==> config.mk <==
export PLATFORM = sky130hd
export DESIGN_NAME = pipe_decode_ctrl
export DESIGN_NICKNAME = d
export VERILOG_FILES = /design/src/rtl/pipe_decode_ctrl.sv
export SDC_FILE = /design/constraint.sdc
export NUM_CORES = 1
export LEC_CHECK = 0
export ABC_CLOCK_PERIOD_IN_PS = 2400
export BUFFER_PORTS_ARGS = -buffer_cell sky130_fd_sc_hd__buf_2
export CORE_UTILIZATION = 49
export CTS_BUF_LIST = sky130_fd_sc_hd__clkbuf_8
export DETAILED_ROUTE_END_ITERATION = 8
export PLACE_DENSITY = 0.88
export RECOVER_POWER = 100
export SYNTH_ARGS = -nofsm -noshare
export SYNTH_HDL_FRONTEND = slang
export SYNTH_SLANG_ARGS = --single-unit
==> constraint.sdc <==
create_clock -name clk -period 2.4 [get_ports clk]
set_input_delay 0 -clock clk [delete_from_list [all_inputs] [get_ports clk]]
set_output_delay 0 -clock clk [all_outputs]
set_load 0.01 [all_outputs]
==> src/rtl/pipe_decode_ctrl.sv <==
// Decode stage: turns one instruction word per cycle into a registered control bundle,
// inserting a load-use bubble and holding issue while a multi-cycle multiply runs.
module pipe_decode_ctrl #(
    parameter int MUL_LAT  = 4,
    parameter int LU_STALL = 1
) (
    input  logic        clk,
    input  logic        rst,
    input  logic [31:0] instr,
    input  logic        instr_valid,
    output logic        instr_ready,
    input  logic        flush,
    output logic        ctrl_valid,
    output logic [4:0]  rs_o,
    output logic [4:0]  rt_o,
    output logic [4:0]  rd_o,
    output logic        wr_regfile,
    output logic        imm_sel,
    output logic        mul_start,
    output logic        alu_res_sel,
    output logic        wr_mem,
    output logic        wb_mem_sel,
    output logic        branch,
    output logic        jump,
    output logic [1:0]  alu_sel,
    output logic        illegal,
    output logic        busy
);
    localparam int               CNT_W    = $clog2(MUL_LAT) + 1;
    localparam logic [CNT_W-1:0] CNT_LOAD = CNT_W'(MUL_LAT - 1);
    localparam logic [CNT_W-1:0] CNT_ONE  = CNT_W'(1);

    localparam logic [5:0] OP_RTYPE = 6'd0;
    localparam logic [5:0] OP_J     = 6'd2;
    localparam logic [5:0] OP_LW    = 6'd35;
    localparam logic [5:0] OP_SW    = 6'd36;
    localparam logic [5:0] OP_BNE   = 6'd37;
    localparam logic [5:0] OP_ADDI  = 6'd38;
    localparam logic [5:0] OP_ORI   = 6'd39;
    localparam logic [5:0] F_ADD    = 6'd32;
    localparam logic [5:0] F_SUB    = 6'd34;
    localparam logic [5:0] F_AND    = 6'd36;
    localparam logic [5:0] F_OR     = 6'd37;
    localparam logic [5:0] F_MULT   = 6'd50;

    typedef enum logic [1:0] {S_RUN, S_LU_STALL, S_MUL_WAIT} state_t;

    state_t           state, state_nxt;
    logic [CNT_W-1:0] cnt, cnt_nxt;
    logic             lw_pend;
    logic [4:0]       lw_rd;

    logic [5:0] op, funct;
    logic [4:0] rs, rt, rd;
    logic       unused_shamt;

    assign op           = instr[31:26];
    assign rs           = instr[25:21];
    assign rt           = instr[20:16];
    assign rd           = instr[15:11];
    assign funct        = instr[5:0];
    assign unused_shamt = ^instr[10:6];

    logic       d_legal, d_wr_regfile, d_imm_sel, d_mul_start, d_alu_res_sel;
    logic       d_wr_mem, d_wb_mem_sel, d_branch, d_jump, d_reads_rs, d_reads_rt;
    logic [1:0] d_alu_sel;
    logic [4:0] d_rs, d_rt, d_rd;

    always_comb begin
        d_legal       = 1'b1;
        d_wr_regfile  = 1'b0;
        d_imm_sel     = 1'b0;
        d_mul_start   = 1'b0;
        d_alu_res_sel = 1'b1;
        d_wr_mem      = 1'b0;
        d_wb_mem_sel  = 1'b0;
        d_branch      = 1'b0;
        d_jump        = 1'b0;
        d_alu_sel     = 2'b00;
        d_rs          = rs;
        d_rt          = rt;
        d_rd          = rt;
        d_reads_rs    = 1'b1;
        d_reads_rt    = 1'b0;
        case (op)
            OP_RTYPE: begin
                d_rd         = rd;
                d_reads_rt   = 1'b1;
                d_wr_regfile = 1'b1;
                case (funct)
                    F_ADD:   d_alu_sel = 2'b00;
                    F_SUB:   d_alu_sel = 2'b01;
                    F_AND:   d_alu_sel = 2'b10;
                    F_OR:    d_alu_sel = 2'b11;
                    F_MULT: begin
                        d_mul_start   = 1'b1;
                        d_alu_res_sel = 1'b0;
                    end
                    default: d_legal = 1'b0;
                endcase
            end
            OP_LW: begin
                d_imm_sel    = 1'b1;
                d_wr_regfile = 1'b1;
                d_wb_mem_sel = 1'b1;
            end
            OP_SW: begin
                d_imm_sel  = 1'b1;
                d_wr_mem   = 1'b1;
                d_rd       = 5'd0;
                d_reads_rt = 1'b1;
            end
            OP_BNE: begin
                d_alu_sel  = 2'b01;
                d_branch   = 1'b1;
                d_rd       = 5'd0;
                d_reads_rt = 1'b1;
            end
            OP_ADDI: begin
                d_imm_sel    = 1'b1;
                d_wr_regfile = 1'b1;
            end
            OP_ORI: begin
                d_alu_sel    = 2'b11;
                d_imm_sel    = 1'b1;
                d_wr_regfile = 1'b1;
            end
            OP_J: begin
                d_jump     = 1'b1;
                d_rs       = 5'd0;
                d_rt       = 5'd0;
                d_rd       = 5'd0;
                d_reads_rs = 1'b0;
            end
            default: d_legal = 1'b0;
        endcase
    end

    // lw_pend is high exactly while the LW bundle sits on the outputs
    logic hazard, issue;
    assign hazard = (LU_STALL != 0) && lw_pend && instr_valid &&
                    ((d_reads_rs && (rs == lw_rd)) || (d_reads_rt && (rt == lw_rd)));
    assign instr_ready = !rst && (state != S_MUL_WAIT) && !hazard;
    assign issue       = instr_valid && instr_ready && !flush;
    assign busy        = !rst && (state != S_RUN);

    always_comb begin
        state_nxt = state;
        cnt_nxt   = cnt;
        if (flush) begin
            state_nxt = S_RUN;
            cnt_nxt   = '0;
        end else begin
            case (state)
                S_RUN, S_LU_STALL: begin
                    state_nxt = S_RUN;
                    if (hazard) begin
                        state_nxt = S_LU_STALL;
                    end else if (issue && d_legal && d_mul_start && (MUL_LAT > 1)) begin
                        state_nxt = S_MUL_WAIT;
                        cnt_nxt   = CNT_LOAD;
                    end
                end
                S_MUL_WAIT: begin
                    if (cnt <= CNT_ONE) begin
                        state_nxt = S_RUN;
                        cnt_nxt   = '0;
                    end else begin
                        cnt_nxt = cnt - CNT_ONE;
                    end
                end
                default: begin
                    state_nxt = S_RUN;
                    cnt_nxt   = '0;
                end
            endcase
        end
    end

    always_ff @(posedge clk) begin
        if (rst) begin
            state   <= S_RUN;
            cnt     <= '0;
            lw_pend <= 1'b0;
        end else begin
            state   <= state_nxt;
            cnt     <= cnt_nxt;
            lw_pend <= issue && d_legal && (op == OP_LW) && (rt != 5'd0);
        end
    end

    always_ff @(posedge clk) begin
        lw_rd <= rt;
    end

    // output register: bundle on a legal issue, bubble otherwise
    always_ff @(posedge clk) begin
        if (rst || !issue || !d_legal) begin
            ctrl_valid  <= 1'b0;
            rs_o        <= 5'd0;
            rt_o        <= 5'd0;
            rd_o        <= 5'd0;
            wr_regfile  <= 1'b0;
            imm_sel     <= 1'b0;
            mul_start   <= 1'b0;
            alu_res_sel <= 1'b0;
            wr_mem      <= 1'b0;
            wb_mem_sel  <= 1'b0;
            branch      <= 1'b0;
            jump        <= 1'b0;
            alu_sel     <= 2'b00;
        end else begin
            ctrl_valid  <= 1'b1;
            rs_o        <= d_rs;
            rt_o        <= d_rt;
            rd_o        <= d_rd;
            wr_regfile  <= d_wr_regfile;
            imm_sel     <= d_imm_sel;
            mul_start   <= d_mul_start;
            alu_res_sel <= d_alu_res_sel;
            wr_mem      <= d_wr_mem;
            wb_mem_sel  <= d_wb_mem_sel;
            branch      <= d_branch;
            jump        <= d_jump;
            alu_sel     <= d_alu_sel;
        end
    end

    always_ff @(posedge clk) begin
        if (rst) illegal <= 1'b0;
        else     illegal <= issue && !d_legal;
    end
endmodule

* Word-level counts from Yosys, hierarchy flattened
Cells that the tools add are included.
** Storage, ports and cells
- Bits of input ports :: 36
- Output and inout bits :: 29
- Flip-flop bits (word level) :: 38
- Word-level logic and storage cells :: 101
** Cells by class
- Add/sub/neg operators :: 1
- Muxes and demuxes :: 26
- Equality and inequality tests :: 19
- Reduce and logical (&&, ||, !) cells :: 36
- $lt $le $gt $ge :: 1
** Operators by type and width (number)
- 6-bit equality test, second input constant :: 10
- 1-bit logical AND :: 14
- 1-bit two-way mux :: 14
- 2-bit one-hot mux with 3 select lines :: 2
- 5-bit equality test :: 2
- 5-bit one-hot mux with 2 select lines :: 1
- 3-bit two-way mux :: 3
- 2-bit inequality test, second input constant :: 4
- 4-bit OR reduction :: 2
- 6-bit by 2-bit equality test with 1-bit output, second input constant :: 1
- 6-bit zero test :: 1
- 2-bit two-way mux :: 3
- 3-bit one-hot mux with 2 select lines :: 1
- 2-bit OR reduction :: 3
- 3-bit OR reduction :: 2
- 6-bit OR reduction :: 1
- 1-bit zero test :: 5
- 5-bit nonzero test :: 1
- 5-bit OR reduction :: 1
- 2-bit one-hot mux with 2 select lines :: 1
- 3-bit by 1-bit less-or-equal comparator with 1-bit output, second input constant :: 1
- 1-bit logical OR :: 3
- 3-bit by 1-bit subtractor with 3-bit output, second input constant :: 1
- 2-bit by 1-bit equality test with 1-bit output, second input constant :: 1
- 5 further kinds :: 5

* Longest topological paths before layout
- Depth in word-level cells :: 15
- Depth in mapped cells :: 8
- Gate-level depth less buffers :: 7

* Worst setup path before layout
Ideal clock, no wire load.
- Path type :: in2reg
- Start point :: input instr[26]
- End point :: register rs_o[0]
- Data required time :: 2.284 ns
- Stages on the path :: 8
- Slack :: 0.738 ns
- Library setup time :: 0.116 ns
- Buffers on the path :: 2
- Data arrival time :: 1.546 ns
- Cells stage by stage :: buf_6 or3_4 a2111oi_4 nand2_2 a21oi_4 nor3b_4 buf_6 and3_1
** Between the ends
- Cells in the longest elaborated chain, start to end :: 14
- Elaborated cells on any way between the ends :: 25
- Those cells by class :: 6 x eq/ne; 3 x mux; 16 x reduce/logical
** RTL lines
- start: declaration :: RTL line 9 : input logic [31:0] instr,
- 6-bit equality test or 6-bit zero test (tied branches) :: RTL line 85 : case (op)
- 3-bit OR reduction (no line)
- 1-bit two-way mux :: RTL line 85
- 1-bit logical AND :: RTL line 142 : ((d_reads_rs && (rs == lw_rd)) || (d_reads_rt && (rt == lw_rd)));
- 1-bit logical OR :: RTL line 142
- 1-bit logical AND :: RTL line 141 : assign hazard = (LU_STALL != 0) && lw_pend && instr_valid &&
- 1-bit zero test :: RTL line 143 : assign instr_ready = !rst && (state != S_MUL_WAIT) && !hazard;
- 1-bit logical AND :: RTL line 143
- 1-bit logical AND (2 in a row) :: RTL line 144 : assign issue = instr_valid && instr_ready && !flush;
- 1-bit zero test :: RTL line 198 : if (rst || !issue || !d_legal) begin
- 1-bit logical OR (2 in a row) :: RTL line 198
- 2-bit OR reduction (no line) *
- end signal: assignment :: RTL line 214 : rs_o <= d_rs;
- end: declaration :: RTL line 14 : output logic [4:0] rs_o,
Mark *: on every way between the ends. The rest lies on a longest branch, timed or not.
A chain may end at the register's enable or synchronous reset.

* Worst setup path after layout
- Start point :: input instr[18]
- End point :: register rs_o[2]
** Between the ends
- Cells in the longest elaborated chain, start to end :: 12
** RTL lines (RTL line)
- 5-bit equality test :: 142
- 1-bit logical AND :: 142
- 1-bit logical OR :: 142
- 1-bit logical AND :: 141
- 1-bit zero test :: 143
- 1-bit logical AND :: 143
- 1-bit logical AND (2 in a row) :: 144
- 1-bit zero test :: 198
- 1-bit logical OR (2 in a row) :: 198
- 2-bit OR reduction (no line)
No other way between the ends.

==> impl_results.md <==
* FFs w/ async S/R, synth at 0%
* Drc violations at 0
* I/O pins at 65
* TritonRoute pass-1 iters at 4
* Worst setup SP type: input pin
* Final setup vio count at 0
* Unrepaired setup endpoints after global routing: no
* Largest net degree at the start of global routing at 21
* Leading post-synthesis cells by cell area: dfxtp_1, xor2_1, and3_1
* Final net count at 268
* Core area at 3050 µm²
* RR Startpoint: lw_rd[2]$_DFF_P_
* CTS tree: done
* Top cell type's share of synthesized area at 48.6%
* DR vias at 1409
* Die Span Y at 58.5 µm
* Critical path fanouts, max at 20
* Longest Clk Path Bufs at 2
* Final Util at 67.6%
* Most common library cells after synthesis: dfxtp_1, and3_1, nand2_1, nor2b_1, xor2_1
* Die Wd at 58.5 µm
* Rows at 20
* LEAKAGE at 0.867 nW
* Final setup margin at 368 ps
* Design area at 2060 µm²
* Layout cells sized above 1 at 17.9%
* Worst EP required at 2580 ps
* Synthesized area at 1570 µm²
* IO Port Bufs at 59
* GRT Overall Usage at 21.6%
* Register area share after synthesis at 48.6%
* CP arrival at 2210 ps
* # Post-CTS Setup Buffers at 0
* Cell variety after synth at 42
* Leading area contributor after synthesis: dfxtp_1
* Final Hold Fails at 0
* Routed len/inst at 13.0 µm
* Worst Setup Slack post-DPL at 495 ps
* Synth Flop Type: dfxtp_1
* Post-route ant nets at 0
* Worst Clk Skew at 2.17 ps
* Number of synthesized flops with an enable pin at 0
* Status: completed
* Relative max-transition margin at 68.8%
* Post-layout min period at 2030 ps
* Worst-Margin Slew at 464 ps
* Clock sinks at 38
* Syn Inst Count at 154
* RD Place Congestion at 0.835
* Clk slew on worst S/H paths at 60 ps
* Fillers at 270
* Crit. Startpoint: instr[18]
* Critical path capture point type: register
* Root Driver: clkbuf_8
* Global-route wire length before repair at 5510 µm
* Total CTS buffers at 5
* Die area at 3430 µm²
* Grt total ovfl at 0
* H-tree Lvls at 2
* DP HPWL at 2440 µm
* Count of max-cap constraint violations at 0
* Period utilization at 84.7%
* Max Freq at 492 MHz
* Sequential cell area at 761 µm²
* Starting Density at 51.3%
* DRT iter0 DRCs at 55
* Syn_nets at 192
* Max-slew violations at 0
* Number of global-route vias before repair at 1265
* Worst min-delay path class: input pin to register
* Synth Area per Inst at 10.2 µm²
* Vias/cell at 5.16
* Final Power at 1.18 mW
* Ant. Diodes at 0
* Max IR drop VDD at 447 µV
* Synth warn at 0
* Setup TNS at 0 ps
* Pwr/cell area at 572 nW/µm²
* Most frequent cell after synthesis: dfxtp_1
* Clock Latency Late Sink at 290 ps
* Worst hold start: instr[0]
* DP Area at 1890 µm²
* Area Growth Syn to Fin at 31.7%
* Yosys reg bits at 38
* Critical setup path kind: input pin to register
* Initial antenna violation count at 0
* Area of the multi-input gates at 744 µm²
* Total wire length at 3540 µm
final timing paths:
| kind | slack (ps) | to | cells after the start |
|---|---|---|---|
| worst max-delay path | 370 | rs_o[2]$_SDFF_PP0_ | 9 |
| worst min-delay path | 20 | alu_sel[0]$_SDFF_PP0_ | 3 |
| worst max register to register | 500 | rs_o[2]$_SDFF_PP0_ | 7 |
| worst min register to register | 490 | cnt[1]$_SDFFE_PP0P_ | 2 |
layout by cell type (no fill, tap or decap), types with 3 or more instances in the layout:
cell	Yosys	final
dfxtp_1	38	38
clkbuf_1	2	34
buf_2	1	25
dlygate4sd3_1	0	14
and3_1	11	11
nand2_1	9	9
xor2_1	8	8
nor2b_1	8	8
nor2_1	7	7
nor3_1	7	7
clkbuf_8	0	6
a21oi_1	5	5
o21ai_0	5	5
a22oi_1	5	5
inv_1	4	4
nor4b_1	3	3
nand2b_1	3	3
metrics by stage:
stage,hold WS [ps],std cells
global placement,170,253
global route,32.9,273
detailed placement,170,253
CTS,10.8,273
finish,22.1,273
floorplan,27.7,154
registers in the layout (all words and copies together), names as in the netlist, 2 cells and up:
name     count
lw_rd        5
rs_o         5
alu_sel      2
rd_o         5
rt_o         5
cnt          3
state        2
critical path, stage by stage:
cell           delay [ps]
dlygate4sd3_1         540
clkbuf_1              170
xor2_1                210
a2111oi_4             340
nand2_2               100
a21oi_4               220
nor3b_4                90
clkbuf_2              260
and3_1                270
cell families after synthesis:
| kind of cell | share of synthesized area [%] |
|---|---|
| fa+ha+maj | 1.60 |
| compound gates | 12.1 |
| buf+inv | 3.91 |
| simple gates | 27.0 |
| mux | 1.28 |
| xor+xnor | 5.59 |
| flops | 48.6 |
area by class of cell:
| class | count | share of cell area, % |
|---|---|---|
| inverters | 4 | 0.728 |
| repair buffers | 75 | 19.6 |
| flip-flops and latches | 38 | 36.9 |
| well taps | 44 | 2.67 |
| multi-input cells | 106 | 36.1 |
| clock buffers | 6 | 4.00 |
layer usage:
metal / wire length (µm) / vias to the layer above / GRT usage, %
li1: - / 699 / -
met1: 1550 / 648 / 26.1
met2: 1710 / 57 / 35.8
met3: 245 / 5 / 8.13
met4: 36 / 0 / 6.46
met5: 0 / - / 0
timing repair:
item	CTS	global route
resized for setup	0	0
hold endpoints to repair	14	0
hold buffers	14	0
power by group:
part | switching, mW | internal (mW) | total [mW] | leakage [nW]
clock | 0.201 | 0.221 | 0.422 | 0.0431
sequential | 0.00422 | 0.638 | 0.642 | 0.308
combinational | 0.0601 | 0.0567 | 0.117 | 0.515
total | 0.265 | 0.915 | 1.18 | 0.867
Power figures use the tool's default switching activity.
